==> src/rtl/alu_ctrl_pkg.sv <==
// Shared opcode encodings, FSM state type and default latencies for the
// ALU issue arbiter and its function core.
package alu_ctrl_pkg;

    localparam logic [2:0] OP_FWD = 3'b000;
    localparam logic [2:0] OP_ADD = 3'b001;
    localparam logic [2:0] OP_AND = 3'b010;
    localparam logic [2:0] OP_OR  = 3'b011;
    localparam logic [2:0] OP_MUL = 3'b100;
    localparam logic [2:0] OP_SHL = 3'b101;
    localparam logic [2:0] OP_SHR = 3'b110;
    localparam logic [2:0] OP_ILL = 3'b111;

    localparam int unsigned LAT_LOGIC_DEF = 1;
    localparam int unsigned LAT_ADD_DEF   = 2;
    localparam int unsigned LAT_LONG_DEF  = 3;

    typedef enum logic [1:0] {
        IDLE,
        BUSY,
        DONE
    } state_t;

    // Illegal opcodes complete on the logic-class latency.
    function automatic int unsigned op_latency(input logic [2:0] op,
                                               input int unsigned lat_logic,
                                               input int unsigned lat_add,
                                               input int unsigned lat_long);
        case (op)
            OP_ADD:                 return lat_add;
            OP_MUL, OP_SHL, OP_SHR: return lat_long;
            default:                return lat_logic;
        endcase
    endfunction

endpackage

==> src/rtl/alu_func_core.sv <==
// Purely combinational 8-bit ALU: forward, add, and, or, multiply and the
// fill-selectable shifts; flags the one illegal opcode.
module alu_func_core
    import alu_ctrl_pkg::*;
(
    input  logic [2:0] OP,
    input  logic [7:0] A,
    input  logic [7:0] B,
    output logic [7:0] RESULT,
    output logic       ERR
);

    logic [3:0] amt;
    logic       fill_l;
    logic       fill_r;
    logic [7:0] shl_rot;
    logic [7:0] shl;
    logic [7:0] shr;

    assign amt     = B[3:0];
    assign fill_l  = (B[7:6] == 2'b01) & A[0];
    assign fill_r  = B[7] & A[7];
    // Low byte of {A,A} shifted right by 8-r is A rotated left by r.
    assign shl_rot = 8'({A, A} >> (4'd8 - {1'b0, amt[2:0]}));

    always_comb begin
        if (B[7:6] == 2'b10) begin
            shl = shl_rot;
        end else if (amt[3]) begin
            shl = {8{fill_l}};
        end else begin
            shl = (A << amt[2:0]) | ({8{fill_l}} & ~(8'hFF << amt[2:0]));
        end

        if (amt[3]) begin
            shr = {8{fill_r}};
        end else begin
            shr = (A >> amt[2:0]) | ({8{fill_r}} & ~(8'hFF >> amt[2:0]));
        end
    end

    always_comb begin
        RESULT = 8'h00;
        ERR    = 1'b0;
        case (OP)
            OP_FWD:  RESULT = A;
            OP_ADD:  RESULT = A + B;
            OP_AND:  RESULT = A & B;
            OP_OR:   RESULT = A | B;
            OP_MUL:  RESULT = A * B;
            OP_SHL:  RESULT = shl;
            OP_SHR:  RESULT = shr;
            default: ERR    = 1'b1;
        endcase
    end

endmodule

==> src/rtl/alu_issue_arbiter.sv <==
// Two-requester round-robin issue front end for a single-op-in-flight ALU with
// per-opcode latency and a held response until the consumer takes it.
module alu_issue_arbiter
    import alu_ctrl_pkg::*;
#(
    parameter int unsigned LAT_LOGIC = LAT_LOGIC_DEF,
    parameter int unsigned LAT_ADD   = LAT_ADD_DEF,
    parameter int unsigned LAT_LONG  = LAT_LONG_DEF
) (
    input  logic       CLK,
    input  logic       RESET,
    input  logic       REQ0_VALID,
    output logic       REQ0_READY,
    input  logic [2:0] REQ0_OP,
    input  logic [7:0] REQ0_A,
    input  logic [7:0] REQ0_B,
    input  logic       REQ1_VALID,
    output logic       REQ1_READY,
    input  logic [2:0] REQ1_OP,
    input  logic [7:0] REQ1_A,
    input  logic [7:0] REQ1_B,
    output logic       RESP_VALID,
    input  logic       RESP_READY,
    output logic       RESP_ID,
    output logic [7:0] RESP_DATA,
    output logic       RESP_ZERO,
    output logic       RESP_ERR
);

    state_t      state_q, state_d;
    logic [1:0]  cnt_q, cnt_d;
    logic        ptr_q, ptr_d;
    logic        id_q;
    logic [7:0]  data_q;
    logic        zero_q;
    logic        err_q;

    logic        grant_id;
    logic        accept;
    logic [2:0]  sel_op;
    logic [7:0]  sel_a;
    logic [7:0]  sel_b;
    logic [7:0]  core_result;
    logic        core_err;
    int unsigned lat;

    // Contention goes to the pointer; a lone requester always wins.
    assign grant_id = (REQ0_VALID & REQ1_VALID) ? ptr_q : REQ1_VALID;
    assign accept   = (state_q == IDLE) & (REQ0_VALID | REQ1_VALID) & ~RESET;

    assign REQ0_READY = accept & ~grant_id;
    assign REQ1_READY = accept & grant_id;

    assign sel_op = grant_id ? REQ1_OP : REQ0_OP;
    assign sel_a  = grant_id ? REQ1_A  : REQ0_A;
    assign sel_b  = grant_id ? REQ1_B  : REQ0_B;
    assign lat    = op_latency(sel_op, LAT_LOGIC, LAT_ADD, LAT_LONG);

    alu_func_core u_core (
        .OP     (sel_op),
        .A      (sel_a),
        .B      (sel_b),
        .RESULT (core_result),
        .ERR    (core_err)
    );

    always_comb begin
        state_d = state_q;
        cnt_d   = cnt_q;
        ptr_d   = accept ? ~grant_id : ptr_q;
        unique case (state_q)
            IDLE: begin
                if (accept) begin
                    if (lat <= 1) begin
                        state_d = DONE;
                    end else begin
                        // Counter holds the BUSY cycles remaining beyond the first.
                        state_d = BUSY;
                        cnt_d   = 2'(lat - 2);
                    end
                end
            end
            BUSY: begin
                if (cnt_q == 2'd0) begin
                    state_d = DONE;
                end else begin
                    cnt_d = cnt_q - 2'd1;
                end
            end
            DONE: begin
                if (RESP_READY) begin
                    state_d = IDLE;
                end
            end
            default: state_d = IDLE;
        endcase
    end

    always_ff @(posedge CLK or posedge RESET) begin
        if (RESET) begin
            state_q <= IDLE;
            cnt_q   <= 2'd0;
            ptr_q   <= 1'b0;
            id_q    <= 1'b0;
            data_q  <= 8'h00;
            zero_q  <= 1'b0;
            err_q   <= 1'b0;
        end else begin
            state_q <= state_d;
            cnt_q   <= cnt_d;
            ptr_q   <= ptr_d;
            if (accept) begin
                id_q   <= grant_id;
                data_q <= core_result;
                zero_q <= (core_result == 8'h00);
                err_q  <= core_err;
            end
        end
    end

    assign RESP_VALID = (state_q == DONE);
    assign RESP_ID    = id_q;
    assign RESP_DATA  = data_q;
    assign RESP_ZERO  = zero_q;
    assign RESP_ERR   = err_q;

endmodule

==> config.mk <==
export PLATFORM = sky130hd
export DESIGN_NAME = alu_issue_arbiter
export DESIGN_NICKNAME = d
export VERILOG_FILES = /design/src/rtl/alu_ctrl_pkg.sv /design/src/rtl/alu_func_core.sv /design/src/rtl/alu_issue_arbiter.sv
export SDC_FILE = /design/constraint.sdc
export NUM_CORES = 1
export LEC_CHECK = 0
export CAP_MARGIN = 20
export CORE_MARGIN = 3
export CORE_UTILIZATION = 52
export DETAILED_ROUTE_END_ITERATION = 6
export GPL_TIMING_DRIVEN = 0
export MAX_ROUTING_LAYER = met4
export PLACE_DENSITY = 0.76
export SLEW_MARGIN = 5
export SYNTH_ARGS = -nofsm -noshare
export SYNTH_HDL_FRONTEND = slang
export SYNTH_SLANG_ARGS = --single-unit
==> constraint.sdc <==
create_clock -name CLK -period 4.68 [get_ports CLK]
set_input_delay 0.936 -clock CLK [delete_from_list [all_inputs] [get_ports CLK]]
set_output_delay 0.936 -clock CLK [all_outputs]
set_load 0.02 [all_outputs]
Yosys cells after proc, flatten, opt, wreduce, memory -nomap -nowiden
Cells that the tools add are included. W data, S select, Z words.

Bits in read-only memories: 0. Memory bits (writable): 0. Register bits after elaboration: 16. Input bits: 43. Output and inout bits: 14. Word-level logic and storage cells: 79. Latch bits: 0. Memories kept: 0.

Bitwise operators: 18. Multiply operators: 1. Shift operators: 5. $add $sub $neg: 4. Magnitude comparators: 1. Reductions and logical operators: 9. Multiplexer cells: 19. Equal/unequal tests: 15. Div/mod/pow operators: 0.

Operator list (number): $pmux W8 S7 (1); $mux W8 (5); $le A32 B1 Y1 const B (1); $and A8 B8 Y8 (3); $or A8 B8 Y8 (3); $not A8 Y8 (2); $shr A16 B4 Y8 (1); $mux W2 (7); $eq A3 B3 Y1 const B (3); $add A8 B8 Y8 (1); $logic_not A8 Y1 (1); $mul A8 B8 Y8 (1); $ne A2 B2 Y1 const B (4); $pmux W2 S2 (2); $shl A8 B3 Y8 (1); $shl A8 B3 Y8 const A (1); $shr A8 B3 Y8 (1); $shr A8 B3 Y8 const A (1); $and A1 B1 Y1 (7); $reduce_or A7 Y1 (1); $eq A3 B2 Y1 const B (2); $pmux W2 S3 (1); $eq A2 B1 Y1 const B (2); $eq A2 B2 Y1 const B (2); 15 further kinds (18).

Logic depth before layout (Yosys ltp)
Gate-level depths: netlist of run 1.

Depth after elaboration: 11. Gate-level depth with buffers: 25.

By module
From an unflattened synthesis of run 1, not the netlist that was laid out.

Cell total of the unflattened synthesis: 524. Area, all modules: 3796.1 um^2.

Modules (own cells, without submodules): alu_func_core (seq. area each 0.0 um^2, cells an instance 401, instances 1, area an instance 2790.2 um^2); alu_issue_arbiter (seq. area each 400.4 um^2, cells an instance 123, instances 1, area an instance 1006.0 um^2).

Least setup slack after synthesis of run 1
No wires, ideal clock.

Path type: input -> register. From: input port REQ1_VALID. To: register data_q[7] (netlist: RESP_DATA[7]). Arrival: 5663 ps. Stages on the path: 22. Setup slack: -1107 ps. Data required time: 4555 ps. Library setup time: 125 ps. Buffers on the path: 3. Cell sequence: buf_4 inv_4 nor2_8 buf_6 buf_2 mux2i_1 nor2_1 fa_1 fa_1 ha_1 inv_1 fa_1 inv_1 ha_1 a21o_1 a21oi_1 xnor2_1 xnor2_1 xnor2_1 xnor2_1 o211ai_1 mux2_2.

Longest elaborated chain between the ends: 10.

RTL lines: start: declaration (line alu_issue_arbiter.sv:17) `input logic REQ1_VALID,`; branches (longest 10 deep; another with $mul A8 B8 Y8); end signal: assignment (line alu_issue_arbiter.sv:114) `data_q <= core_result;`; end: declaration (line alu_issue_arbiter.sv:34) `logic [7:0] data_q;`.

Several ways; the timed one is not identified. A chain may end at the register's enable or synchronous reset.

Worst setup path in the final report of run 1
From: input port REQ0_VALID. To: register data_q[7] (netlist: RESP_DATA[7]).

Longest elaborated chain between the ends: 10.

RTL lines: start: declaration (line alu_issue_arbiter.sv:12) `input logic REQ0_VALID,`; branches (longest 10 deep; another with $mul A8 B8 Y8).

Several ways; the timed one is not identified.

==> flow_summary.rst, run 1 <==
.. list-table::
   :header-rows: 1

   * - Metric
     - Value
   * - Io pins
     - 57
   * - Fraction of registers with async set or reset after synthesis
     - 100%
   * - Via count of the first global-routing pass
     - 4956
   * - Most common library cell in the layout ignoring fill and taps
     - sky130_fd_sc_hd__nand2_1
   * - Post-route cell area
     - 5620 µm²
   * - Worst hold path startpoint
     - RESP_DATA[6]
   * - Number of antenna-violating nets in the routed design
     - 0
   * - Sequential-to-total area share from yosys stat
     - 9.18%
   * - Result of the run
     - complete, but fails checks
   * - Total placed instance area
     - 5110 µm²
   * - Hold bufs inserted after CTS
     - 0
   * - DP Wirelength
     - 12900 µm
   * - Number of DRC violations after detailed routing
     - 0
   * - Total die area
     - 9520 µm²
   * - Combined global-route utilization of all metal layers
     - 35.3%
   * - N_diodes
     - 0
   * - Layout-stage area growth over the synthesis result
     - 28.9%
   * - Clock network latency to the later pin of the worst-skew pair
     - 0.25 ns
   * - Measured slew at the worst slew-check pin
     - 0.904 ns
   * - Via density per instance
     - 6.63
   * - Mean routed wirelength per cell
     - 22.6 µm
   * - Peak clock frequency supported by timing
     - 186 MHz
   * - Total negative slack for setup checks
     - -1.78 ns
   * - Violated checks
     - negative setup slack
   * - Overall die width
     - 97.6 µm
   * - Root buffer selected by CTS
     - sky130_fd_sc_hd__clkbuf_8
   * - Count of cells along the worst register-to-register path
     - 24
   * - Max-Slew Margin vs Limit
     - 39.0%
   * - Placer congestion estimate
     - 1.01
   * - Main flop type after synthesis
     - sky130_fd_sc_hd__dfrtp_1
   * - Number of distinct library cell variants in the gate-level netlist after synthesis
     - 81
   * - Crit path launch type
     - primary input
   * - Register bit count reported by yosys
     - 16
   * - Cell depth of the worst hold path
     - 2
   * - Number of stages on the worst setup path
     - 22
   * - Net count after synthesis
     - 675
   * - Maximum fanout count along the critical path
     - 4
   * - Max VDD drop
     - 0.280 mV
   * - Setup repair after global routing missed its margin
     - yes
   * - Setup slack of the worst register-to-register path
     - -0.36 ns
   * - H-tree depth
     - 1
   * - Core utilization of the finished layout
     - 70.9%
   * - Ys Warns
     - 0
   * - Clock transition at the register clock pins on the worst setup and hold paths after CTS
     - 0.06 ns
   * - Critical register-to-register path startpoint
     - ptr_q
   * - Total count of hold-check failures in the final report
     - 0
   * - Clock sink count
     - 16
   * - Gate Count Post-Synth
     - 581
   * - Maximum number of pins on one net before global-route repair
     - 20
   * - Critical path class
     - primary input to flop
   * - CTS buffer count
     - 3
   * - Violation count after the first detailed-route iteration
     - 611
   * - Sum of internal, switching and leakage power
     - 2410 µW
   * - CP top delay family
     - adder cells
   * - Required time worst endpoint
     - 4.81 ns
   * - Number of enable-type register cells in the synthesized netlist
     - 0
   * - PortBufs
     - 53
   * - Critical Path, Cell by Cell
     - buf_8, and2b_4, nor2_8, buf_8, mux2i_4, inv_2, nand2_2, fa_2, inv_2, fa_1, inv_2, fa_1, fa_1, inv_2, ha_4, a21oi_4, xnor2_2, xnor2_2, xnor2_1, xnor2_1, o211ai_1, mux2_4
   * - Period minus WS final
     - 5.38 ns
   * - LEAKAGE
     - 0.00250 µW
   * - Slowest library cell on the worst path
     - sky130_fd_sc_hd__fa_1
   * - Area inside the core boundary
     - 7930 µm²
   * - Data arrival time of the critical path
     - 5.51 ns
   * - Die height
     - 97.6 µm
   * - Effective utilization at floorplan
     - 55.0%
   * - Tightest Hold Check Type
     - flop to flop
   * - CTS tree
     - built
   * - Hold path endpoint
     - RESP_DATA[6]
   * - Number of placement rows
     - 32
   * - Final period util
     - 115%
   * - Mean instance size in the synthesized netlist
     - 7.50 µm²
   * - Mapped Area
     - 4360 µm²
   * - End of the worst register-to-register path
     - RESP_DATA[7]
   * - Critical Path End Type
     - flop
   * - Most numerous cell on the critical path
     - sky130_fd_sc_hd__inv_2
   * - Net count, final
     - 764
   * - Via count of the routed design
     - 5107
   * - Clock Skew
     - 0.00203 ns
   * - Number of violations of the max-capacitance limit
     - 0
   * - DR pass1 iterations
     - 6
   * - CP bufs+invs
     - 6
   * - Clock buffer depth
     - 2
   * - Max Transition Viols Final
     - 0
   * - PnR worst setup slack
     - -0.699 ns
   * - Pwr Density
     - 428 nW/µm²
   * - Antenna violations before repair
     - 0
   * - Fin Hold WS
     - 0.497 ns
   * - Final setup violation count
     - 5
   * - Slowest stage delay, CP
     - 0.53 ns
   * - Top library cells by usage in the layout, fill and taps aside
     - sky130_fd_sc_hd__nand2_1 (56), sky130_fd_sc_hd__nor2_1 (48), sky130_fd_sc_hd__inv_1 (48)
   * - Grt total ovfl
     - 0
   * - Wire length of the first global-routing pass
     - 26500 µm
   * - Aggregate routed wire length
     - 17400 µm
   * - Share of cells above drive strength 1
     - 21.7%
==> final cells by class <==
cell class / count / area, µm²
fillers: 629 / 2310
multi-input cells: 474 / 3760
plain buffers: 24 / 219
repair buffers: 88 / 817
clock buffers: 3 / 41.3
flip-flops and latches: 16 / 400
inverters: 63 / 253
well taps: 102 / 128
==> worst max-delay path by stage <==
stage,startpoint,end,slack [ns]
2_1_floorplan,REQ0_VALID,RESP_DATA[7],-0.48
3_3_place_gp,REQ0_VALID,RESP_DATA[7],-1.56
3_5_place_dp,REQ0_VALID,RESP_DATA[7],-1.62
4_1_cts,REQ0_VALID,RESP_DATA[7],-0.55
5_1_grt,REQ0_VALID,RESP_DATA[7],-0.75
6_report,REQ0_VALID,RESP_DATA[7],-0.70
==> report_power, final <==
group / switching, µW / leakage (µW) / internal, µW
sequential: 41.0 / 0.000198 / 201
combinational: 1150 / 0.00228 / 911
clock: 46.2 / 0.0000216 / 57.1
total: 1240 / 0.00250 / 1170
==> cells in the mapped netlist, drive strengths merged (6+ instances only) <==
cell type / count / area (µm²)
nand3: 20 / 105
fa: 13 / 260
nand2b: 10 / 70.1
a221oi: 11 / 109
a211oi: 6 / 50.1
nor3: 9 / 45.0
dfrtp: 16 / 400
mux2i: 33 / 359
a21o: 11 / 82.6
nor2: 54 / 221
xnor2: 21 / 184
nor2b: 10 / 62.6
inv: 63 / 244
a21oi: 38 / 213
a31oi: 11 / 81.3
nand2: 63 / 255
ha: 38 / 475
buf: 26 / 189
mux2: 11 / 124
o22ai: 10 / 62.6
o21ai: 37 / 189
==> cells by family after synthesis <==
| kind of cell | share of synthesized area (%) |
|---|---|
| XOR/XNOR | 4.62 |
| flip-flops | 9.18 |
| AND/OR/NAND/NOR | 21.2 |
| multiplexers | 11.1 |
| buffers and inverters | 10.1 |
| AO/OA/AOI/OAI | 26.9 |
| adder cells (fa/ha/maj) | 16.9 |
==> through the flow <==
step / instances / setup WS, ns
CTS: 766 / -0.550
detailed placement: 737 / -1.62
finish: 770 / -0.699
floorplan: 581 / -0.480
global placement: 736 / -1.56
global route: 770 / -0.751
==> repair_timing <==
| item | CTS | global route |
|---|---|---|
| endpoints found under the setup margin | 6 | 6 |
| endpoints found under the hold margin | 0 | 0 |
| pin swaps | 20 | 29 |
| resized for setup | 45 | 30 |
| buffers inserted | 29 | 5 |
==> sequential cells by signal (all words and copies together), names as in the netlist <==
signal	count
RESP_DATA	8
RESP_ID	1
cnt_q	2
RESP_ERR	1
ptr_q	1
RESP_ZERO	1
state_q	2
==> worst min-delay path, stage by stage (launching register included) <==
cell                      delay, ns
sky130_fd_sc_hd__dfrtp_1       0.35
sky130_fd_sc_hd__nand2_1       0.05
sky130_fd_sc_hd__o21ai_0       0.06
==> per-layer routing <==
layer | vias up | wire length [µm] | GRT usage [%] | part of all wire, %
met1 | 2375 | 6630 | 45.1 | 38
li1 | 2249 | - | - | -
met4 | 0 | 862 | 15.0 | 5.0
met2 | 398 | 7870 | 54.9 | 45
met5 | - | 0 | - | 0
met3 | 85 | 2000 | 6.39 | 12
Power figures use the tool's default switching activity.
==> run 2: changes to the inputs <==
Settings changed: CORE_UTILIZATION 52 to 51, PLACE_DENSITY 0.76 to not set, PLACE_DENSITY_LB_ADDON set to 0.1, SYNTH_HIERARCHICAL set to 1.
==> run 2 against run 1 <==
Net effect:
- the run still ends with negative setup slack left
- final area down 7.4%
- routed wire length down 17%
- final cell count down 7.4%
- combinational power up 4%
- sequential share of layout area up 0.57 points
- synthesized area down 13%
- via count down 14%
- clock skew about the same
- hold slack worse by 0.021 ns
- die area down 11%
- power up 3.7%
- clock power about the same
- critical path type unchanged
- largest power group unchanged
==> flow_summary.rst, run 2 <==
.. list-table::
   :header-rows: 1

   * - Metric
     - Value
   * - Via density per instance
     - 6.15 (-7.3%)
   * - Required time worst endpoint
     - 4.86 ns (+0.05 ns)
   * - Clock network latency to the later pin of the worst-skew pair
     - 0.25 ns (about the same)
   * - Period minus WS final
     - 5.09 ns (-0.293 ns)
   * - CTS buffer count
     - 3 (unchanged)
   * - Hold bufs inserted after CTS
     - 0 (unchanged)
   * - Pwr Density
     - 479 nW/µm² (+12%)
   * - Number of antenna-violating nets in the routed design
     - 0 (unchanged)
   * - Via count of the routed design
     - 4386 (-14%)
   * - Max-Slew Margin vs Limit
     - 53.7% (+15 points)
   * - Total count of hold-check failures in the final report
     - 0 (unchanged)
   * - Share of cells above drive strength 1
     - 24.6% (+2.9 points)
   * - Overall die width
     - 92.3 µm (-5.4%)
   * - Max VDD drop
     - 0.579 mV (+110%)
   * - Peak clock frequency supported by timing
     - 197 MHz (+5.8%)
   * - Max Transition Viols Final
     - 0 (unchanged)
   * - DR pass1 iterations
     - 5 (-1)
   * - Post-synth top cells
     - sky130_fd_sc_hd__nand2_1 (90), sky130_fd_sc_hd__nor2_1 (49), sky130_fd_sc_hd__inv_1 (47)
   * - Number of enable-type register cells in the synthesized netlist
     - 0 (unchanged)
   * - Filler cell count in the final layout
     - 538 (-14%)
   * - Critical path class
     - primary input to flop
   * - Mean routed wirelength per cell
     - 20.3 µm (-10%)
   * - Sum of internal, switching and leakage power
     - 2490 µW (+3.7%)
   * - Core utilization of the finished layout
     - 74.2% (+3.3 points)
   * - Total die area
     - 8510 µm² (-11%)
   * - Violated checks
     - negative setup slack
   * - Most numerous cell in the Yosys netlist
     - sky130_fd_sc_hd__nand2_1
   * - Number of distinct library cell variants in the gate-level netlist after synthesis
     - 60 (-26%)
   * - Final setup violation count
     - 5 (unchanged)
   * - Clock sink count
     - 16 (unchanged)
   * - PortBufs
     - 56 (+5.7%)
   * - Area of the multi-input gates
     - 3270 µm² (-13%)
   * - Net count after synthesis
     - 618 (-8.4%)
   * - N_diodes
     - 0 (unchanged)
   * - Maximum number of pins on one net before global-route repair
     - 19 (-5.0%)
   * - Ys Warns
     - 6 (+6)
   * - Main flop type after synthesis
     - sky130_fd_sc_hd__dfrtp_1
   * - Violation count after the first detailed-route iteration
     - 337 (-45%)
   * - Dominant cells by area after synthesis
     - sky130_fd_sc_hd__ha_1 (13%), sky130_fd_sc_hd__dfrtp_1 (11%), sky130_fd_sc_hd__nand2_1 (8.9%)
   * - Data arrival time of the critical path
     - 5.26 ns (-0.25 ns)
   * - Clock transition at the register clock pins on the worst setup and hold paths after CTS
     - 0.07 ns (about the same)
   * - Result of the run
     - complete, but fails checks
   * - Aggregate routed wire length
     - 14500 µm (-17%)
   * - Tightest Hold Check Type
     - flop to flop
   * - Wire length of the first global-routing pass
     - 21800 µm (-18%)
   * - CTS tree
     - built
   * - Area inside the core boundary
     - 7020 µm² (-11%)
   * - Fraction of registers with async set or reset after synthesis
     - 100% (unchanged)
   * - Fin Hold WS
     - 0.476 ns (-0.0211 ns)
   * - Sequential cell area
     - 400 µm² (unchanged)
   * - Sequential-to-total area share from yosys stat
     - 10.5% (+1.4 points)
   * - Flip-flop count of the largest register after layout
     - 8 (unchanged)
   * - H-tree depth
     - 1 (unchanged)
   * - Most common library cell in the layout ignoring fill and taps
     - sky130_fd_sc_hd__nand2_1
   * - Total placed instance area
     - 4620 µm² (-9.7%)
   * - Net count, final
     - 713 (-6.7%)
   * - Effective utilization at floorplan
     - 54.1% (-0.91 points)
   * - Top library cells by usage in the layout, fill and taps aside
     - sky130_fd_sc_hd__nand2_1 (69), sky130_fd_sc_hd__clkdlybuf4s50_1 (53), sky130_fd_sc_hd__nor2_1 (44)
   * - Register bit count reported by yosys
     - 16 (unchanged)
   * - Grt total ovfl
     - 0 (unchanged)
   * - Final period util
     - 109% (-6.3 points)
   * - Die height
     - 92.3 µm (-5.4%)
   * - Via count of the first global-routing pass
     - 4268 (-14%)
   * - LEAKAGE
     - 0.00242 µW (-3.2%)
   * - Number of DRC violations after detailed routing
     - 0 (unchanged)
   * - Measured slew at the worst slew-check pin
     - 0.692 ns (-0.212 ns)
   * - Placer congestion estimate
     - 1.00 (-0.94%)
   * - Layout-stage area growth over the synthesis result
     - 37.1%
   * - Clock buffer depth
     - 2 (unchanged)
   * - Combined global-route utilization of all metal layers
     - 33.3% (-2.0 points)
   * - Maximum fanout count along the critical path
     - 6 (+2)
   * - Mapped Area
     - 3800 µm² (-13%)
   * - Gate Count Post-Synth
     - 524 (-9.8%)
   * - Number of placement rows
     - 30 (-6.3%)
   * - Number of violations of the max-capacitance limit
     - 0 (unchanged)
   * - Clock Skew
     - 0.00191 ns (-0.000118 ns)
   * - Io pins
     - 57 (unchanged)
   * - Setup repair after global routing missed its margin
     - yes
   * - Portion of synthesized cell area occupied by the leading cell type
     - 12.5% (+1.6 points)
   * - Antenna violations before repair
     - 0 (unchanged)
   * - Critical Path End Type
     - flop
   * - Root buffer selected by CTS
     - sky130_fd_sc_hd__clkbuf_8
   * - Mean instance size in the synthesized netlist
     - 7.24 µm² (-3.4%)
   * - Crit path launch type
     - primary input
   * - Post-route cell area
     - 5210 µm² (-7.4%)
   * - Yosys top cell by area
     - sky130_fd_sc_hd__ha_1
   * - PnR worst setup slack
     - -0.406 ns (+0.293 ns)
   * - DP Wirelength
     - 10500 µm (-19%)
==> run 2: repair_timing <==
action,in CTS,in global routing
pin swaps,22,27
setup buffers,22,11
gates cloned,3,0
gates resized for setup,54,39
setup endpoints to repair,6,5
==> run 2: cells by family (layout without fill, tap and decap cells) <==
group | count (synthesis) | in the layout | share of synthesized area, %
and+or+nand+nor | 179 | 180 | 20.2
AOI/OAI and AO/OA | 132 | 132 | 23.0
buffers and inverters | 89 | 181 | 9.62
adders and majority gates | 51 | 51 | 19.4
muxes | 37 | 37 | 11.3
xor gates and xnor gates | 20 | 20 | 5.90
DFF | 16 | 16 | 10.5
==> run 2: worst paths after layout <==
path                       startpoint           end  slack (ns)  depth (start not counted)
setup / recovery           REQ0_VALID     RESP_ZERO       -0.41                         23
hold / removal                RESP_ID       RESP_ID        0.48                          1
setup reg to reg                ptr_q     RESP_ZERO       -0.06                         23
hold reg to reg               RESP_ID       RESP_ID        0.48                          1
max in group asynchronous       RESET  RESP_DATA[7]        3.14                          2
min in group asynchronous       RESET         ptr_q        1.13                          2
==> run 2: final cells by class <==
cell class	instances	area share (%)
Inverter	55	4.35
Timing Repair Buffer	91	15.9
Clock buffer	3	0.793
Multi-Input combinational cell	420	62.9
Tap cell	96	2.31
Buffer	32	6.06
Sequential cell	16	7.69
==> run 2: critical path: stages <==
cell and delay, ns:
sky130_fd_sc_hd__buf_8 0.10, sky130_fd_sc_hd__nand2b_4 0.10, sky130_fd_sc_hd__and2_4 0.20, sky130_fd_sc_hd__buf_6 0.14, sky130_fd_sc_hd__nand2_2 0.07, sky130_fd_sc_hd__nand2_4 0.13
sky130_fd_sc_hd__clkbuf_16 0.16, sky130_fd_sc_hd__nand2_2 0.05, sky130_fd_sc_hd__fa_2 0.35, sky130_fd_sc_hd__inv_2 0.06, sky130_fd_sc_hd__fa_1 0.42, sky130_fd_sc_hd__inv_1 0.10
sky130_fd_sc_hd__fa_1 0.43, sky130_fd_sc_hd__fa_2 0.39, sky130_fd_sc_hd__xnor2_2 0.14, sky130_fd_sc_hd__xnor2_1 0.21, sky130_fd_sc_hd__xnor3_1 0.26, sky130_fd_sc_hd__xnor3_2 0.42
sky130_fd_sc_hd__nand3_2 0.11, sky130_fd_sc_hd__o2111ai_4 0.12, sky130_fd_sc_hd__nor4_2 0.16, sky130_fd_sc_hd__nand2_1 0.07, sky130_fd_sc_hd__o21ai_1 0.13
==> run 2: where the power goes <==
| part | switching, µW | total (µW) | leakage (µW) | internal (µW) |
|---|---|---|---|---|
| Clock | 48.2 | 105 | 0.0000216 | 57.1 |
| Sequential | 41.0 | 238 | 0.000202 | 197 |
| Combinational | 1160 | 2150 | 0.00220 | 987 |
| Total | 1250 | 2490 | 0.00242 | 1240 |
==> run 2: per-layer routing <==
| layer | GRT usage, % | routed length (µm) | vias up |
|---|---|---|---|
| li1 | - | - | 1998 |
| met1 | 43.5 | 5880 | 2082 |
| met2 | 54.7 | 6790 | 249 |
| met3 | 2.79 | 1230 | 57 |
| met4 | 11.0 | 567 | 0 |
| met5 | - | 0 | - |
==> run 2: per-stage QoR <==
stage	TNS, ns	instances	setup WS, ns
finish	-1.31	713	-0.406
global route	-1.91	713	-0.542
CTS	-1.18	702	-0.402
detailed placement	-8.15	676	-1.64
global placement	-7.73	676	-1.60
floorplan	-0.797	524	-0.367
==> run 3: changes to the inputs <==
Settings changed: ABC_AREA set to 1, CORE_UTILIZATION 51 to 35.
==> run 3 against run 2 <==
Net effect:
- the run still ends with negative setup slack left
- via count up 3.1%
- clock skew up 0.00077 ns
- clock power up 73%
- maximum frequency up 3.0%
- first-iteration DRC count down 2.1%
- critical path type unchanged
- critical endpoint is now RESP_DATA[7]
==> flow_summary.rst, run 3 <==
.. list-table::
   :header-rows: 1

   * - Metric
     - Value
   * - PortBufs
     - 55 (-1.8%)
   * - Critical Path End Type
     - flop
   * - Final period util
     - 105% (-3.2 points)
   * - Most numerous cell in the Yosys netlist
     - sky130_fd_sc_hd__nand2_1
   * - Clock sink count
     - 16 (unchanged)
   * - Number of DRC violations after detailed routing
     - 0 (unchanged)
   * - Ys Warns
     - 6 (unchanged)
   * - Sequential cell area
     - 400 µm² (unchanged)
   * - Effective utilization at floorplan
     - 36.6% (-18 points)
   * - Via count of the routed design
     - 4522 (+3.1%)
   * - Fraction of registers with async set or reset after synthesis
     - 100% (unchanged)
   * - Slowest library cell on the worst path
     - sky130_fd_sc_hd__fa_1
   * - CTS buffer count
     - 3 (unchanged)
   * - Measured slew at the worst slew-check pin
     - 0.648 ns (-0.0435 ns)
   * - Combinational power share
     - 81.9% (-4.3 points)
   * - Mean instance size in the synthesized netlist
     - 6.34 µm² (-12%)
   * - Main flop type after synthesis
     - sky130_fd_sc_hd__dfrtp_1
   * - Fraction of power consumed by sequential logic
     - 10.2% (+0.6 points)
   * - CP bufs+invs
     - 7 (+2)
   * - DR pass1 iterations
     - 4 (-1)
   * - Switching component of the power
     - 1180 µW (-5.6%)
   * - Die height
     - 114 µm (+23%)
   * - Net count, final
     - 833 (+17%)
   * - Via count of the first global-routing pass
     - 4455 (+4.4%)
   * - Most numerous cell on the critical path
     - sky130_fd_sc_hd__inv_2
   * - Placer congestion estimate
     - 1.00 (-0.40%)
   * - Clock transition at the register clock pins on the worst setup and hold paths after CTS
     - 0.05 ns (-0.02 ns)
   * - Area inside the core boundary
     - 11100 µm² (+58%)
   * - Max-Slew Margin vs Limit
     - 56.7% (+3.0 points)
   * - Internal power
     - 1130 µW (-8.8%)
   * - Post-synth top cells
     - sky130_fd_sc_hd__nand2_1 (179), sky130_fd_sc_hd__inv_1 (110), sky130_fd_sc_hd__nand3_1 (54)
   * - Via density per instance
     - 5.15 (-16%)
   * - Mean routed wirelength per cell
     - 16.3 µm (-20%)
   * - Maximum fanout count along the critical path
     - 6 (unchanged)
   * - Total count of hold-check failures in the final report
     - 0 (unchanged)
   * - Dominant cells by area after synthesis
     - sky130_fd_sc_hd__nand2_1 (17%), sky130_fd_sc_hd__ha_1 (12%), sky130_fd_sc_hd__inv_1 (10%)
   * - H-tree depth
     - 1 (unchanged)
   * - Peak clock frequency supported by timing
     - 203 MHz (+3.0%)
   * - Clock buffer depth
     - 2 (unchanged)
   * - DP Wirelength
     - 11300 µm (+8.0%)
   * - Max VDD drop
     - 0.267 mV (-54%)
   * - Clk network pwr share
     - 7.9% (+3.7 points)
   * - Gate Count Post-Synth
     - 639 (+22%)
   * - PnR worst setup slack
     - -0.256 ns (+0.150 ns)
   * - Area of the multi-input gates
     - 3340 µm² (+2.1%)
   * - Data arrival time of the critical path
     - 5.06 ns (-0.20 ns)
   * - N_diodes
     - 0 (unchanged)
   * - Combined global-route utilization of all metal layers
     - 23.0% (-10 points)
   * - Clock Skew
     - 0.00268 ns (+0.000773 ns)
   * - Violation count after the first detailed-route iteration
     - 330 (-2.1%)
   * - Setup repair after global routing missed its margin
     - yes
   * - Root buffer selected by CTS
     - sky130_fd_sc_hd__clkbuf_16
   * - Number of enable-type register cells in the synthesized netlist
     - 0 (unchanged)
   * - Period minus WS final
     - 4.94 ns (-0.150 ns)
   * - Pwr Density
     - 418 nW/µm² (-13%)
   * - Total negative slack for setup checks
     - -0.644 ns (+0.661 ns)
   * - LEAKAGE
     - 0.00296 µW (+22%)
   * - Share of total power consumed by net switching
     - 51.1% (+0.86 points)
   * - Number of antenna-violating nets in the routed design
     - 0 (unchanged)
   * - Overall die width
     - 114 µm (+23%)
   * - Number of distinct library cell variants in the gate-level netlist after synthesis
     - 48 (-20%)
   * - Crit path launch type
     - primary input
   * - Number of placement rows
     - 38 (+27%)
   * - Yosys top cell by area
     - sky130_fd_sc_hd__nand2_1
   * - Violated checks
     - negative setup slack
   * - Slowest stage delay, CP
     - 0.52 ns (+0.09 ns)
   * - Sequential-to-total area share from yosys stat
     - 9.88% (-0.66 points)
   * - CP top delay family
     - adder cells
   * - Required time worst endpoint
     - 4.81 ns (-0.05 ns)
   * - Top library cells by usage in the layout, fill and taps aside
     - sky130_fd_sc_hd__nand2_1 (170), sky130_fd_sc_hd__inv_1 (98), sky130_fd_sc_hd__nand3_1 (49)
   * - Share of cells above drive strength 1
     - 23.7% (-0.92 points)
   * - Worst setup timing slack at the placement stage
     - -1.52 ns (+0.115 ns)
   * - Portion of synthesized cell area occupied by the leading cell type
     - 16.6% (+4.1 points)
   * - Setup slack of the worst register-to-register path
     - 0.05 ns (+0.11 ns)
   * - Net count after synthesis
     - 733 (+19%)
   * - Worst hold path startpoint
     - RESP_DATA[0]
   * - Total placed instance area
     - 4850 µm² (+5.0%)
   * - Final setup violation count
     - 4 (-1)
   * - Tightest Hold Check Type
     - flop to flop
   * - Count of cells along the worst register-to-register path
     - 26 (+13%)
   * - Clock network latency to the later pin of the worst-skew pair
     - 0.24 ns (about the same)
   * - Max Transition Viols Final
     - 0 (unchanged)
   * - Most common library cell in the layout ignoring fill and taps
     - sky130_fd_sc_hd__nand2_1
   * - Flip-flop count of the largest register after layout
     - 8 (unchanged)
   * - Wire length of the first global-routing pass
     - 22900 µm (+5.0%)
   * - Io pins
     - 57 (unchanged)
   * - CTS tree
     - built
   * - Grt total ovfl
     - 0 (unchanged)
   * - Number of violations of the max-capacitance limit
     - 0 (unchanged)
   * - Cell depth of the worst hold path
     - 1 (unchanged)
   * - Total die area
     - 12900 µm² (+52%)
   * - Result of the run
     - complete, but fails checks
   * - Register bit count reported by yosys
     - 16 (unchanged)
   * - Filler cell count in the final layout
     - 1173 (+120%)
   * - Layout-stage area growth over the synthesis result
     - 36.5%
   * - Hold path endpoint
     - RESP_DATA[0]
   * - Sum of internal, switching and leakage power
     - 2310 µW (-7.2%)
   * - Post-route cell area
     - 5530 µm² (+6.2%)
   * - Critical path class
     - primary input to flop
   * - Critical register-to-register path startpoint
     - ptr_q
   * - Aggregate routed wire length
     - 14300 µm (-0.95%)
   * - Antenna violations before repair
     - 0 (unchanged)
   * - End of the worst register-to-register path
     - RESP_DATA[7]
   * - Mapped Area
     - 4050 µm² (+6.7%)
   * - Maximum number of pins on one net before global-route repair
     - 17 (-2)
## run 3: through the flow
step | hold slack (ns) | utilization, % | std cells
3_5_place_dp | 0.476 | 43.8 | 834
6_report | 0.501 | 49.9 | 878
3_3_place_gp | 0.474 | 43.8 | 834
5_1_grt | 0.529 | 49.9 | 878
4_1_cts | 0.494 | 48.1 | 868
2_1_floorplan | 0.475 | - | 639
## run 3: layer usage
layer	vias up	part of all wire [%]	track usage, %
met2	148	45	36.4
li1	2261	-	-
met5	-	0	-
met4	0	2.4	6.33
met1	2090	48	31.7
met3	23	4.6	1.80
## run 3: cell families (layout without fill, tap and decap cells)
group           Yosys count  in the layout  share of synthesized area, %
fa+ha+maj                51             51                          18.2
compound gates           94             94                          13.6
mux                      24             24                          7.50
buf+inv                 136            235                          14.4
xor+xnor                  1              1                         0.216
flops                    16             16                          9.88
simple gates            317            317                          36.2
## run 3: layout make-up
cell class,count,share of cell area [%]
multi-input cells,487,60.4
repair buffers,97,16.2
inverters,120,8.24
flip-flops and latches,16,7.24
plain buffers,14,3.17
well taps,140,3.17
clock buffers,4,1.61
## run 3: timing repair
| action | in CTS | in global routing |
|---|---|---|
| resized for setup | 62 | 29 |
| hold buffers | 0 | 0 |
| buffers inserted | 32 | 10 |
| endpoints found under the setup margin | 6 | 5 |
| pin swaps | 30 | 29 |
## run 3: worst max-delay path by stage
stage	start	end	slack, ns	depth (start not counted)
after floorplan	REQ1_VALID	RESP_DATA[7]	-0.39	27
after global placement	REQ0_VALID	RESP_ZERO	-1.52	30
after detailed placement	REQ0_VALID	RESP_ZERO	-1.52	30
after CTS	REQ0_VALID	RESP_ZERO	-0.36	28
after global routing	REQ0_VALID	RESP_ZERO	-0.44	26
final	REQ0_VALID	RESP_DATA[7]	-0.26	26
## run 3: power by group through the flow
stage | Combinational [µW] | Clock, µW | Sequential (µW)
after global routing | 2110 | 194 | 247
final | 1900 | 182 | 236
after floorplan | 1110 | 0 | 284
after detailed placement | 1620 | 0 | 239
after CTS | 1770 | 187 | 237
after global placement | 1610 | 0 | 236
==> RTL change 1 (flow settings as in run 1) <==
Encoding of `state_t`: now one-hot (3 bits for 3 states).
--- a/src/rtl/alu_ctrl_pkg.sv
+++ b/src/rtl/alu_ctrl_pkg.sv
@@ -16,8 +16,8 @@
     localparam int unsigned LAT_LONG_DEF  = 3;
 
-    typedef enum logic [1:0] {
-        IDLE,
-        BUSY,
-        DONE
+    typedef enum logic [2:0] {
+        IDLE = 3'b001,
+        BUSY = 3'b010,
+        DONE = 3'b100
     } state_t;
 
Behaviour: no difference found for any inputs over 4 cycles, from zero or initial values and one cycle with RESET high; so few cycles prove little.
==> RTL change 1 against run 1 <==
The run still ends with negative setup slack left; die area increased by 5.6%; design area increased by 4.8%; synthesized area up 6.0%; power up 3.8%; clock skew up 0.0026 ns; sequential cell count rose by 1; routed wire length is 15% higher; combinational power increased by 3%; critical path type unchanged; worst setup slack got worse by 0.17 ns; hold slack about the same; critical endpoint is now RESP_ZERO.
==> RTL change 1: results (changes against run 1) <==
metric;value;unit;change
final setup violation count;5;;unchanged
internal power of the cells;1.21;mW;+3.4%
Pre-antenna DRT Iters;5;;-1
placed cell area;5380;µm²;+5.2%
tightest hold margin;0.497;ns;-0.000110 ns
Fin Clk Skew;0.00459;ns;+0.00256 ns
leakage power;2.63;nW;+5.0%
worst setup slack after placement;-2.09;ns;-0.466 ns
leading cell types by count after synthesis;sky130_fd_sc_hd__inv_1, sky130_fd_sc_hd__nand2_1, sky130_fd_sc_hd__nor2_1, sky130_fd_sc_hd__mux2i_1, sky130_fd_sc_hd__ha_1;;
share of final-layout standard cells stronger than drive strength 1;20.0;%;-1.7 points
via total after detailed routing;5546;;+8.6%
number of cells after detailed placement;754;;+2.3%
post-synthesis sequential area ratio;9.23;%;+0.046 points
number of port buffers;54;;+1.9%
number of distinct library cells after synthesis;86;;+6.2%
reg-to-reg endpoint;RESP_ZERO;;
half-perimeter wire length after detailed placement;14900;µm;+15%
Gate Count Post-Synth;595;;+2.4%
failing checks;negative setup slack;;
total negative slack;-3.57;ns;-1.80 ns
Data arrival, critical path;5.71;ns;+0.20 ns
total global routing track utilization;40.3;%;+4.9 points
launch point of the worst hold path;cnt_q[0];;
R2R Setup Slk;-0.55;ns;-0.19 ns
Total Nets Final;774;;+1.3%
PnR worst setup slack;-0.867;ns;-0.168 ns
largest vdd supply drop;393;µV;+41%
number of filler cells placed in the layout;673;;+7.0%
First DRT Iteration DRCs;628;;+2.8%
result of the run;finished, violations left;;
pin count of the biggest net entering global routing;18;;-10%
first-pass GRT wire length;30600;µm;+16%
Avg WL per Cell;25.4;µm;+13%
hold worst-path end;cnt_q[0];;
GPL Wtd Cong;1.02;;+0.85%
worst-path fanout max;5;;+1
R2R depth;22;;-8.3%
[RTL change 1: worst max-delay path by stage]
stage,from,end,slack (ns),cells after the start
floorplan,REQ0_VALID,RESP_DATA[7],-0.68,23
global placement,REQ0_VALID,RESP_ZERO,-2.11,20
detailed placement,REQ0_VALID,RESP_ZERO,-2.09,21
CTS,REQ0_VALID,RESP_DATA[7],-0.87,23
global route,REQ0_VALID,RESP_ZERO,-0.94,23
finish,REQ0_VALID,RESP_ZERO,-0.87,23
[RTL change 1: cells by family (layout without fill, tap and decap cells)]
kind of cell | Yosys count | after routing | synth area share (%)
flip-flops | 17 | 17 | 9.23
AO/OA/AOI/OAI | 175 | 175 | 28.2
buffers and inverters | 95 | 179 | 9.66
AND/OR/NAND/NOR | 181 | 181 | 19.1
multiplexers | 57 | 57 | 13.6
adder cells (fa/ha/maj) | 51 | 51 | 15.9
XOR/XNOR | 19 | 19 | 4.20
[RTL change 1: layout make-up]
cell class / count / area (µm²) / area share, %
Buffer: 28 / 233 / 3.95
Sequential cell: 17 / 427 / 7.24
Clock buffer: 4 / 45.0 / 0.765
Timing Repair Buffer: 82 / 774 / 13.2
Inverter: 65 / 256 / 4.36
Tap cell: 105 / 131 / 2.23
Multi-Input combinational cell: 483 / 4020 / 68.3
[RTL change 1: power by group through the flow]
stage	Sequential (mW)	Clock, mW	Combinational (mW)
2_1_floorplan	0.302	0	1.16
3_3_place_gp	0.255	0	1.70
3_5_place_dp	0.256	0	1.77
4_1_cts	0.257	0.111	1.97
5_1_grt	0.264	0.115	2.24
6_report	0.258	0.108	2.13
[RTL change 1: worst register-to-register path: cells and delay by family (launching register included)]
family / cells / cell delay, ns
and+or+nand+nor: 5 / 0.76
buffers and inverters: 6 / 0.63
adders and majority gates: 5 / 1.98
xor gates and xnor gates: 1 / 0.21
AOI/OAI and AO/OA: 4 / 0.92
muxes: 1 / 0.26
DFF: 1 / 0.40
[RTL change 1: per-layer routing]
| layer | routed length, µm | GRT usage [%] | vias to the layer above |
|---|---|---|---|
| li1 | - | - | 2352 |
| met1 | 7300 | 47.4 | 2586 |
| met2 | 8750 | 61.2 | 463 |
| met3 | 2350 | 9.03 | 145 |
| met4 | 1510 | 26.9 | 0 |
| met5 | 0 | - | - |
[RTL change 1: repair_timing]
| action | in CTS | in global routing |
|---|---|---|
| gates cloned | 0 | 0 |
| buffers inserted | 22 | 6 |
| resized for setup | 47 | 31 |
| pin swaps | 22 | 14 |
| setup endpoints to repair | 9 | 7 |
| endpoints found under the hold margin | 0 | 0 |
==> RTL change 2 (settings of run 1) <==
Made on the original files. Reset style: synchronous (`RESET`), changed in one clocked block.
--- a/src/rtl/alu_issue_arbiter.sv
+++ b/src/rtl/alu_issue_arbiter.sv
@@ -97,5 +97,5 @@
     end
 
-    always_ff @(posedge CLK or posedge RESET) begin
+    always_ff @(posedge CLK) begin
         if (RESET) begin
             state_q <= IDLE;
Behaviour: differs if RESET is asserted again (counterexample within 4 cycles, from zero or initial values and one cycle with RESET high); with RESET held inactive, the same outputs for 4 cycles.
==> RTL change 2 against run 1 <==
The run still ends with negative setup slack left; via count up 2.6%; synthesized area up 3.4%; sequential share of layout area down 1.5 points; critical endpoint is now RESP_ZERO; sequential cell count unchanged; power down 34%; critical path depth up 1; routed wire length up 3.0%; global-route usage up 2.2 points; worst setup slack worse by 0.12 ns; final cell count up 2.3%; design area up 1.5%; count of clock-buffer cells in the layout unchanged.
==> RTL change 2: results (changes against run 1) <==
metric;value;unit;change
detail-routed via count per cell;6.65;;+0.28%
clk tree area frac;0.724;%;-0.011 points
launch point of the worst hold path;RESP_ZERO;;
maximum cell stage delay along the critical path;0.48;ns;-0.05 ns
share of final-layout standard cells stronger than drive strength 1;20.6;%;-1.1 points
final routed wirelength across all metal layers;17900;µm;+3.0%
Seq group;0.172;mW;-29%
GPL Wtd Cong;1.08;;+6.1%
async set-reset flop share out of synthesis;0;%;-100 points
xor and xnor area share after synthesis;4.50;%;-0.12 points
number of filler cells placed in the layout;722;;+15%
multiplexer share of the synthesized area;16.7;%;+5.6 points
leakage power;2.48;nW;-0.76%
multi-input combinational area share;69.7;%;+2.8 points
Critical path destination;RESP_ZERO;;
final setup violation count;5;;unchanged
transition time of the tightest slew-check pin;0.645;ns;-0.259 ns
top flip-flop cell by instance count after synthesis;sky130_fd_sc_hd__dfxtp_1;;
Total Nets Final;779;;+2.0%
first-pass GRT wire length;28400;µm;+7.1%
failing checks;negative setup slack;;
PnR worst setup slack;-0.821;ns;-0.122 ns
leading cell types by count after synthesis;sky130_fd_sc_hd__nor2_1, sky130_fd_sc_hd__inv_1, sky130_fd_sc_hd__nand2_1, sky130_fd_sc_hd__mux2i_1, sky130_fd_sc_hd__ha_1;;
Gate Count Post-Synth;601;;+3.4%
area used by sequential logic in the layout;320;µm²;-20%
met1 track utilization from global routing;47.3;%;+2.2 points
result of the run;finished, violations left;;
R2R Setup Slk;-0.45;ns;-0.09 ns
largest cells by area after synthesis;sky130_fd_sc_hd__ha_1, sky130_fd_sc_hd__mux2i_1, sky130_fd_sc_hd__dfxtp_1;;
half-perimeter wire length after detailed placement;13800;µm;+6.4%
number of port buffers;52;;-1.9%
total negative slack;-2.61;ns;-0.829 ns
post-synth net total;695;;+3.0%
met3 usage in global routing;8.28;%;+1.9 points
placed cell area;5240;µm²;+2.5%
Avg WL per Cell;22.7;µm;+0.68%
met2 WL;8050;µm;+2.3%
First DRT Iteration DRCs;497;;-19%
sum of met3 wire segment lengths after detailed routing;1910;µm;-4.7%
power per standard cell area;280;nW/µm²;-35%
worst setup slack after placement;-2.29;ns;-0.673 ns
Data arrival, critical path;5.66;ns;+0.15 ns
count of inverters not on the clock network in the layout;59;;-6.3%
Fin Clk Skew;0.00237;ns;+0.000347 ns
number of cells after detailed placement;758;;+2.8%
area taken by multi-input logic gates;3980;µm²;+5.8%
post-synthesis sequential area ratio;7.11;%;-2.1 points
met2 routing resource usage after global routing;57.5;%;+2.7 points
Clock power frac;6.7;%;+2.4 points
RTL change 2: cell types whose count changed after synthesis, moves of 7 or more:
cell                       change
sky130_fd_sc_hd__nor2b_1       -7
sky130_fd_sc_hd__a211oi_1      +7
sky130_fd_sc_hd__o211ai_1      +9
sky130_fd_sc_hd__dfxtp_1      +16
sky130_fd_sc_hd__nand2_1      -10
sky130_fd_sc_hd__nor2_1        +7
sky130_fd_sc_hd__clkbuf_1     +10
sky130_fd_sc_hd__a221oi_1      -8
sky130_fd_sc_hd__dfrtp_1      -16
sky130_fd_sc_hd__mux2i_1      +14
sky130_fd_sc_hd__xnor2_1       -7
sky130_fd_sc_hd__mux2_2        +7
sky130_fd_sc_hd__nor3_1        +9
RTL change 2: timing repair:
| item | 4_1_cts | 5_1_grt |
|---|---|---|
| pin swaps | 17 | 19 |
| gates resized for setup | 57 | 22 |
| setup buffers | 20 | 10 |
| endpoints found under the setup margin | 8 | 6 |
